`config.mk`:
```
export PLATFORM = sky130hd
export DESIGN_NAME = level_peak_hold
export DESIGN_NICKNAME = d
export VERILOG_FILES = /design/src/rtl/level_peak_hold.sv
export SDC_FILE = /design/constraint.sdc
export NUM_CORES = 1
export LEC_CHECK = 0
export BUFFER_PORTS_ARGS = -buffer_cell sky130_fd_sc_hd__buf_2
export CAP_MARGIN = 20
export CORE_ASPECT_RATIO = 1.5
export CORE_UTILIZATION = 55
export CTS_CLUSTER_DIAMETER = 30
export DETAILED_ROUTE_END_ITERATION = 8
export HOLD_SLACK_MARGIN = 0.06
export PLACE_DENSITY = 0.81
export SYNTH_ARGS = -nofsm -noshare
export SYNTH_HDL_FRONTEND = slang
export SYNTH_SLANG_ARGS = --single-unit
```
`constraint.sdc`:
```
create_clock -name clk -period 7.1 [get_ports clk]
set_clock_uncertainty 0.05 [all_clocks]
set_input_delay 1.42 -clock clk [delete_from_list [all_inputs] [get_ports clk]]
set_output_delay 1.42 -clock clk [all_outputs]
set_load 0.005 [all_outputs]
```
`src/rtl/level_peak_hold.sv`:
```
// level_peak_hold: turns a stream of signed section min/max pairs into a
// decaying level meter value and a peak-hold value.
//
// Handshake (both sides): a transfer happens on a rising edge where valid
// and ready are both high. The input side is ready only in IDLE. Once
// o_valid rises it stays high, with o_level/o_peak frozen, until the edge
// where o_ready is high.
module level_peak_hold #(
    parameter int width       = 16,
    parameter int hold_count  = 32,
    parameter int decay_shift = 4
) (
    input  logic             clk,
    input  logic             reset,
    input  logic             i_valid,
    output logic             i_ready,
    input  logic [width-1:0] i_min_value,
    input  logic [width-1:0] i_max_value,
    output logic             o_valid,
    input  logic             o_ready,
    output logic [width-1:0] o_level,
    output logic [width-1:0] o_peak,
    output logic [1:0]       dbg_state
);

    typedef enum logic [1:0] {
        IDLE   = 2'd0,
        UPDATE = 2'd1,
        OUT    = 2'd2
    } state_t;

    localparam logic [width-1:0] one       = width'(1);
    localparam logic [15:0]      hold_init = 16'(hold_count);

    state_t           state;
    state_t           state_next;
    logic [width-1:0] abs_min;
    logic [width-1:0] abs_max;
    logic [width-1:0] amp_in;
    logic [width-1:0] amp;
    logic [width-1:0] level;
    logic [width-1:0] peak;
    logic [15:0]      hold;
    logic [width-1:0] decay;
    logic [width-1:0] step;
    logic [width-1:0] lowered;
    logic [width-1:0] level_next;

    // Magnitude of each input taken as an unsigned value so that the most
    // negative code maps to 2^(width-1) instead of wrapping.
    always_comb begin
        abs_min = i_min_value[width-1] ? (-i_min_value) : i_min_value;
        abs_max = i_max_value[width-1] ? (-i_max_value) : i_max_value;
        amp_in  = (abs_min > abs_max) ? abs_min : abs_max;
    end

    // New level: jump up to amp, or fall by level>>decay_shift (at least 1)
    // without dropping below amp. level > amp >= 0 on the falling path, so
    // level - step cannot underflow.
    always_comb begin
        decay   = level >> decay_shift;
        step    = (decay == '0) ? one : decay;
        lowered = level - step;
        if (amp >= level) begin
            level_next = amp;
        end else if (lowered > amp) begin
            level_next = lowered;
        end else begin
            level_next = amp;
        end
    end

    // Next-state logic; input ready is a pure decode of IDLE.
    always_comb begin
        state_next = state;
        i_ready    = 1'b0;
        case (state)
            IDLE: begin
                i_ready = 1'b1;
                if (i_valid) begin
                    state_next = UPDATE;
                end
            end
            UPDATE: begin
                state_next = OUT;
            end
            OUT: begin
                if (o_ready) begin
                    state_next = IDLE;
                end
            end
            default: begin
                state_next = IDLE;
            end
        endcase
    end

    // State register.
    always_ff @(posedge clk) begin
        if (reset) begin
            state <= IDLE;
        end else begin
            state <= state_next;
        end
    end

    // Datapath registers: capture amp in IDLE, update meters in UPDATE,
    // release the output in OUT.
    always_ff @(posedge clk) begin
        if (reset) begin
            amp     <= '0;
            level   <= '0;
            peak    <= '0;
            hold    <= '0;
            o_valid <= 1'b0;
        end else begin
            case (state)
                IDLE: begin
                    if (i_valid) begin
                        amp <= amp_in;
                    end
                end
                UPDATE: begin
                    level   <= level_next;
                    o_valid <= 1'b1;
                    if (amp >= peak) begin
                        peak <= amp;
                        hold <= hold_init;
                    end else if (hold != 16'd0) begin
                        hold <= hold - 16'd1;
                    end else begin
                        peak <= level_next;
                    end
                end
                OUT: begin
                    if (o_ready) begin
                        o_valid <= 1'b0;
                    end
                end
                default: begin
                    o_valid <= 1'b0;
                end
            endcase
        end
    end

    assign o_level   = level;
    assign o_peak    = peak;
    assign dbg_state = state;

endmodule

```
==> flow_summary.toml, run 1 <==
[global_route]
grt_usage_pct = 33.43
antenna_found_initial = 0
overflow = 0
grt_max_degree = 48
grt_pass1_wl_um = 28800
grt_pass1_vias = 6063

[synth]
ys.flop_type = "dfxtp_1"
synth_top_area_cell = "dfxtp_1"
synth_cells = 746
synth_compound_area_share_pct = 22.36
synth.net_count = 862
synthSimpleGateAreaFrac_pct = 21.03
yosys.area_share.adder_pct = 17.21
synth_xor_area_share_pct = 7.623
synth_top_family_by_area = "compound AO/OA/AOI/OAI gates"
avgSynthCellArea_um2 = 7.854
seq_area_frac_synth_pct = 22.89
yosys_warnings = 0
yosysUniqueCellTypes = 60
syn_area_um2 = 5859
synth_top_area_share_pct = 22.89
synth-seq-cells = 67
synthMuxAreaShare_pct = 1.239
synthArstFlopShare_pct = 0
ys_top_cells_by_area = "dfxtp_1 (23%), ha_1 (17%), xnor2_1 (5.5%)"
synth-edff-count = 0

[drt]
viasPerCell = 6.447
drc_errors = 0
routed_wl_um = 17720
drt_iter0_drc = 453
vias = 6105
drt-pass1-iter-count = 5
wl_per_cell_um = 18.71
drtAntennaViolNets = 0

[setup_path]
crit_path_start_kind = "flip-flop"
crit_slowest_cell = "o311ai_0"
cp.required_ps = 7280
crit_chain = "inv_1, nand2_1, or4_1, o41ai_1, ha_1, nor2b_1, o31ai_1, a2111oi_0, nor4_1, xnor2_1, inv_1, ha_1, and4_1, nand3_1, a21oi_1, a2111oi_0, o311ai_0, nand2_1, a221oi_1"
cp.arrival_ps = 6500
cp_max_fo = 14
cpPeakStageDelay_ps = 840
critical_path_class = "flip-flop to flip-flop"
worstSetupEndpointType = "flip-flop"

[place]
gp_congestion = 1.017
pre_cts_ws_ps = 1068
dp.cells = 929
place.detailed.hpwl_um = 13850
portBuffers = 71

[pwr]
p_per_area_nw_per_um2 = 520.3
p_leak_nw = 2.821
p_comb_share_pct = 66.7
ir_worst_vdd_uv = 257.3
clkPwrFrac_pct = 15.2
intPower_w = 0.001727
swShare_pct = 50.19
p_switching_w = 0.001740
p_seq_share_pct = 18.1

[die]
core-area_um2 = 10250
design.die.area_um2 = 11080
die_h_um = 128.4
io_pins = 72
start_util_pct = 57.18
num_rows = 45
die_w_um = 86.28

[timing]
tightestPinTransition_ps = 1142
finalSetupTns_ps = 0
hold_violations = 0
slew_headroom_pct = 23.15
drv_slew = 0
rsz0062_at_grt = "no"
max_freq_ghz = 0.1583
fin_crit_sh_pct = 88.96
setup_violations = 0
layout_min_cycle_time_ps = 6316
fin_ws_ps = 783.8

[finish]
diodes = 0
final_cell_mix = "inv_1 (85), ha_1 (79), buf_2 (71)"
drive_gt1_share_pct = 13.40
layout_commonest_cell = "inv_1"
layout.cells.non_filler = 947
multi_input_area_um2 = 4078
final-seq-area_um2 = 1341
finish.net_count = 917
areaGrowthSynthToFinish_pct = 13.71
fillers = 909

[cts]
post_cts_buffers = 0
clock_latency_ps = 340
cts-buffers-inserted = 9
clock_sinks = 67
cts.hold.buffers_added = 0
cts_tree = "done"
cts.clk_slew.worst_paths_ps = 60
root_buffer = "clkbuf_16"
cts_resized = 0
clk_path_buf_depth = 2
htreeDepth = 3

[flow_run]
cap_violations = 0

[outcome]
status = "complete, no violations"

[worst_hold_path]
holdCritPathClass = "flip-flop to flip-flop"
## registers in the layout (all words and copies together) (netlist names)
name / flops
dbg_state: 2
o_peak: 16
hold: 16
o_level: 16
amp: 16
o_valid: 1
## area by class of cell
class / instances / share of cell area (%)
Clock inverter: 5 / 1.502
Multi-Input combinational cell: 561 / 61.20
Timing Repair Buffer: 77 / 6.085
Sequential cell: 67 / 20.13
Clock buffer: 11 / 3.643
Inverter: 85 / 4.789
Tap cell: 141 / 2.648
## path summary, 6_finish.rpt
check	startpoint	to	slack [ps]	depth (start not counted)
setup / recovery	o_level[13]	o_peak[6]	780	19
hold / removal	hold[0]	hold[0]	450	2
setup reg to reg	o_level[13]	o_peak[6]	780	19
hold reg to reg	hold[0]	hold[0]	450	2
## power groups by stage
stage | sequential, W | clock (W) | combinational, W
after floorplan | 0.000596 | 0 | 0.00166
after global placement | 0.000622 | 0 | 0.00216
after detailed placement | 0.000629 | 0 | 0.00224
after CTS | 0.000624 | 0.000524 | 0.00226
after global routing | 0.000642 | 0.000543 | 0.00256
final | 0.000629 | 0.000525 | 0.00231
## routing by layer
layer | track usage, % | wire length, um
met3 | 6.414 | 921
met2 | 59.85 | 8951
met4 | 25.49 | 1300
met1 | 33.81 | 6544
met5 | 0 | 0
## cells in the mapped netlist, types with 7 or more instances
| cell type | number |
|---|---|
| nand3_1 | 30 |
| xor2_1 | 14 |
| nand2_1 | 54 |
| a221oi_1 | 12 |
| clkbuf_1 | 27 |
| o21ai_0 | 51 |
| dfxtp_1 | 67 |
| o31ai_1 | 8 |
| or3_1 | 12 |
| nand2b_1 | 8 |
| xnor2_1 | 37 |
| o311ai_0 | 13 |
| a21o_1 | 9 |
| inv_1 | 85 |
| nand4_1 | 26 |
| a21oi_1 | 32 |
| nor2_1 | 45 |
| a211oi_1 | 9 |
| ha_1 | 79 |
| a31oi_1 | 16 |
| nor4_1 | 15 |
| o41ai_1 | 7 |
| nor3_1 | 12 |
## cells by family (layout without fill, tap and decap cells)
kind of cell    after synthesis  count (layout)
simple gates                232             232
fa+ha+maj                    80              80
flops                        67              67
compound gates              191             191
mux                           7               7
buf+inv                     118             178
xor+xnor                     51              51
## through the flow
stage | power [W] | util (%) | hold slack [ps] | area [um2]
global placement | 0.002785 | 61.48 | 420.9 | 6300
finish | 0.003466 | 65.02 | 445.0 | 6663
CTS | 0.003409 | 64.82 | 439.5 | 6643
detailed placement | 0.002865 | 61.48 | 432.1 | 6300
floorplan | 0.002256 | - | 408.2 | 5859
global route | 0.003741 | 65.02 | 467.3 | 6663
## worst max-delay path: cells and delay by family (launching register included)
| kind | cells | cell delay (ps) |
|---|---|---|
| AO/OA/AOI/OAI | 7 | 2510 |
| flip-flops | 1 | 360 |
| XOR/XNOR | 1 | 260 |
| buffers and inverters | 2 | 230 |
| adder cells (fa/ha/maj) | 2 | 540 |
| AND/OR/NAND/NOR | 7 | 2230 |
(Power assumes the default switching activity.)
==> inputs of run 2 (changes only) <==
--- a/config.mk
+++ b/config.mk
@@ -9,6 +9,7 @@
 export CAP_MARGIN = 20
 export CORE_ASPECT_RATIO = 1.5
 export CORE_UTILIZATION = 55
+export CTS_BUF_LIST = sky130_fd_sc_hd__clkbuf_16
 export CTS_CLUSTER_DIAMETER = 30
 export DETAILED_ROUTE_END_ITERATION = 8
 export HOLD_SLACK_MARGIN = 0.06
==> run 2 against run 1 <==
- utilization decreased by 0.098 points
- power down 0.33%
- via count fell by 0.15%
- largest cell class unchanged
- count of clock-buffer cells in the layout decreased by 2
- critical path type unchanged
- fmax rose by 0.29%
- cell count stayed put
- worst hold slack is essentially flat
- clock power shrank 3%
==> flow_summary.toml, run 2 (synthesis gave the netlist of run 1 again) <==
[outcome]
status = "complete, no violations"

[pwr]
p_leak_nw = 2.820
p_comb_share_pct = 67.0
clkPwrFrac_pct = 14.8
p_seq_share_pct = 18.3
p_per_area_nw_per_um2 = 519.4
swShare_pct = 50.37
intPower_w = 0.001715
finalPower_w = 0.003455
ir_worst_vdd_uv = 255.4
p_switching_w = 0.001740

[global_route]
antenna_found_initial = 0
grt_pass1_vias = 6076
overflow = 0
grt_pass1_wl_um = 28760
grt_usage_pct = 33.35
grt_max_degree = 48

[timing]
fin_crit_sh_pct = 88.71
rsz0062_at_grt = "no"
holdWs_ps = 444.9
drv_slew = 0
max_freq_ghz = 0.1588
tightestPinTransition_ps = 1124
setup_violations = 0
hold_violations = 0
finalSetupTns_ps = 0
slew_headroom_pct = 24.36
layout_min_cycle_time_ps = 6298

[setup_path]
worstSetupEndpointType = "flip-flop"
crit_path_start_kind = "flip-flop"
cp_max_fo = 14
cp.depth = 20
cp.required_ps = 7280
cpLargestDelayFamily = "compound AO/OA/AOI/OAI gates"
crit_slowest_cell = "o311ai_0"
cpPeakStageDelay_ps = 850
critical_path_class = "flip-flop to flip-flop"
crit_chain = "inv_1, nand2_1, or4_1, o41ai_1, ha_1, inv_1, fa_1, a21oi_1, o211ai_1, a211oi_1, o21ba_2, xnor2_1, ha_1, and4_1, nand3_1, a21oi_1, a2111oi_0, o311ai_0, nand2_1, a221oi_1"
r2r.worst_path.cells = 20
crit_buf_inv = 2
cp.arrival_ps = 6480

[die]
io_pins = 72
num_rows = 45
design.die.area_um2 = 11080
die_w_um = 86.28
core-area_um2 = 10250
start_util_pct = 57.18
die_h_um = 128.4

[finish]
final_cell_mix = "inv_1 (86), ha_1 (79), buf_2 (71)"
diodes = 0
finish.net_count = 917
layout_commonest_cell = "inv_1"
layout.cells.non_filler = 947
fillers = 909
drive_gt1_share_pct = 13.28
areaGrowthSynthToFinish_pct = 13.54

[cts]
clk_path_buf_depth = 2
cts.clk_slew.worst_paths_ps = 60
cts-buffers-inserted = 9
root_buffer = "clkbuf_16"
post_cts_buffers = 0
clock_sinks = 67
clock_latency_ps = 340
htreeDepth = 3
cts.hold.buffers_added = 0
cts_tree = "done"
cts_resized = 0

[place]
gp_congestion = 1.017
dp.cells = 929
portBuffers = 71
place.detailed.hpwl_um = 13850

[drt]
wl_per_cell_um = 18.75
drt-pass1-iter-count = 5
drc_errors = 0
vias = 6096
viasPerCell = 6.437
routed_wl_um = 17760
drtAntennaViolNets = 0
drt_iter0_drc = 462

[flow_run]
cap_violations = 0

[worst_hold_path]
holdCritPathClass = "flip-flop to flip-flop"
hold_depth = 2
## run 2: cell count changes in the layout (fill, tap and decap cells not counted), sizes merged
| cell | before | now |
|---|---|---|
| clkbuf | 11 | 9 |
| clkinv | 2 | 3 |
| inv | 85 | 86 |
## run 2: path summary, 6_finish.rpt
path               start    endpoint  slack, ps
min              hold[0]     hold[0]        440
max          o_level[13]  o_peak[10]        800
min reg2reg      hold[0]     hold[0]        440
max reg2reg  o_level[13]  o_peak[10]        800
## run 2: final cells by class
type                            count  area (um2)  area share (%)
Sequential cell                    67        1341           20.16
Timing Repair Buffer               77       405.4           6.094
Inverter                           85       319.1           4.796
Tap cell                          141       176.4           2.652
Multi-Input combinational cell    561        4078           61.29
Clock buffer                        9       225.2           3.385
Clock inverter                      7       107.6           1.617
## run 2: tightest hold or removal path, stage by stage, from the launching register on
cell     delay (ps)
dfxtp_1         320
o21ai_0          70
a21oi_1          60
## run 2: stage by stage
step	setup WS (ps)	util (%)	area, um2
final	801.8	64.92	6653
after detailed placement	1068	61.48	6300
after CTS	1000	64.73	6633
after global routing	420.2	64.92	6653
after floorplan	2115	-	5859
after global placement	1429	61.48	6300
## run 2: per-layer routing
metal	GRT usage, %	routed length, um
met1	33.73	6626
met2	59.71	9011
met3	6.479	898
met4	25.29	1221
met5	0	0
## run 2: power groups by stage
stage / Sequential, W / Clock [W] / Combinational, W
after floorplan: 0.000596 / 0 / 0.00166
after global placement: 0.000622 / 0 / 0.00216
after detailed placement: 0.000629 / 0 / 0.00224
after CTS: 0.000625 / 0.000510 / 0.00226
after global routing: 0.000642 / 0.000531 / 0.00256
final: 0.000631 / 0.000511 / 0.00231
==> inputs of run 3 (changes only) <==
--- a/config.mk
+++ b/config.mk
@@ -14,6 +14,7 @@
 export DETAILED_ROUTE_END_ITERATION = 8
 export HOLD_SLACK_MARGIN = 0.06
 export PLACE_DENSITY = 0.81
+export REMOVE_ABC_BUFFERS = 1
 export SYNTH_ARGS = -nofsm -noshare
 export SYNTH_HDL_FRONTEND = slang
 export SYNTH_SLANG_ARGS = --single-unit
==> run 3 against run 2 <==
- utilization is 0.51 points lower
- non-clock buffer count stayed put
- first-iteration DRC count shrank 5.0%
- count of clock-buffer cells in the layout unchanged
- cell area decreased by 0.79%
- sequential share of layout area up 0.16 points
- wire length shrank 9.0%
- critical endpoint is now o_peak[2]
==> flow_summary.toml, run 3 (synthesis gave the netlist of run 1 again) <==
[pwr]
ir_worst_vdd_uv = 278.8
p_leak_nw = 2.789
p_per_area_nw_per_um2 = 500.7

[cts]
clock_latency_ps = 350
cts-buffers-inserted = 9
htreeDepth = 3
post_cts_buffers = 0
clock_sinks = 67
cts.hold.buffers_added = 0
clk_path_buf_depth = 2
cts.clk_slew.worst_paths_ps = 60
root_buffer = "clkbuf_16"
cts_resized = 0
cts_tree = "done"

[place]
gp_congestion = 0.9559
place.detailed.hpwl_um = 12610
portBuffers = 71

[timing]
fin_crit_sh_pct = 85.05
max_freq_ghz = 0.1656
layout_min_cycle_time_ps = 6038
hold_violations = 0
setup_violations = 0
finalSetupTns_ps = 0
slew_headroom_pct = 27.40
drv_slew = 0
rsz0062_at_grt = "no"
tightestPinTransition_ps = 1062

[setup_path]
crit_path_start_kind = "flip-flop"
crit_chain = "inv_1, nand2_1, or4_1, o41ai_1, ha_1, inv_1, fa_1, a21oi_1, o211ai_1, a21oi_1, nand2_1, xnor2_1, ha_1, a21oi_1, nand2_1, a221o_1, a2111oi_0, or3_1, nor3_1, buf_4, a221oi_1"
cpPeakStageDelay_ps = 710
cp.arrival_ps = 6230
critical_path_class = "flip-flop to flip-flop"
cp.required_ps = 7290
worstSetupEndpointType = "flip-flop"
crit_slowest_cell = "a2111oi_0"
cp_max_fo = 19

[global_route]
grt_max_degree = 48
grt_pass1_wl_um = 26850
grt_usage_pct = 30.55
grt_pass1_vias = 5697
antenna_found_initial = 0
overflow = 0

[drt]
viasPerCell = 6.206
vias = 5877
drt_iter0_drc = 439
drt-pass1-iter-count = 5
drc_errors = 0
wl_per_cell_um = 17.06
drtAntennaViolNets = 0
routed_wl_um = 16160

[die]
io_pins = 72
core-area_um2 = 10250
design.die.area_um2 = 11080
start_util_pct = 57.18
die_h_um = 128.4
num_rows = 45
die_w_um = 86.28

[flow_run]
cap_violations = 0

[finish]
fin_util_pct = 64.41
layout_commonest_cell = "inv_1"
diodes = 0
areaGrowthSynthToFinish_pct = 12.64
finish.net_count = 917
final_cell_mix = "inv_1 (86), ha_1 (79), buf_2 (71)"
drive_gt1_share_pct = 13.40

[worst_hold_path]
holdCritPathClass = "flip-flop to flip-flop"

[outcome]
status = "complete, no violations"
==> run 3: cell count changes in the layout (fill, tap and decap cells not counted), sizes merged <==
cell / previous run / this run
clkinvlp: 0 / 1
bufinv: 3 / 1
buf: 76 / 77
clkinv: 3 / 4
dlymetal6s2s: 1 / 0
==> run 3: power by group <==
part	switching, W	total [W]	internal (W)
clock	0.000169	0.000436	0.000267
combinational	0.00137	0.00224	0.000877
sequential	0.000130	0.000625	0.000495
==> run 3: routing by layer <==
metal	vias to the layer above	global-route usage, %	routed length [um]
met5	-	0	0
met4	0	17.45	817
met3	55	5.003	748
met2	195	54.90	8131
met1	2768	33.62	6463
li1	2859	-	-
==> run 3: worst max-delay path: cells and delay by family (launching register included) <==
| family | cells | cell delay, ps |
|---|---|---|
| fa+ha+maj | 3 | 960 |
| compound gates | 8 | 2370 |
| simple gates | 6 | 1520 |
| xor+xnor | 1 | 250 |
| buf+inv | 3 | 430 |
| flops | 1 | 370 |
==> run 3: layout make-up <==
type                       instances  area (um2)
clock buffer                       9       225.2
inverter                          85       319.1
timing repair buffer              77       400.4
tap                              141       176.4
clock inverter                     7       60.06
sequential                        67        1341
multi-input combinational        561        4078
fill                             914        3647
==> run 3: final timing paths <==
kind              depth (start not counted)  slack (ps)        start   endpoint
setup / recovery                         21        1060  o_level[13]  o_peak[2]
hold / removal                            1         450      o_valid    o_valid
setup reg to reg                         21        1060  o_level[13]  o_peak[2]
hold reg to reg                           1         450      o_valid    o_valid
==> run 3: stage by stage <==
stage,power (W),hold slack [ps],setup WS [ps],std cells,cell area [um2]
2_1_floorplan,0.002206,402.1,1898,713,5731
3_3_place_gp,0.002744,425.3,1413,931,6315
3_5_place_dp,0.002811,441.1,1125,931,6315
4_1_cts,0.003270,452.6,1107,947,6600
5_1_grt,0.003585,477.1,687.0,947,6600
6_report,0.003304,449.1,1062,947,6600
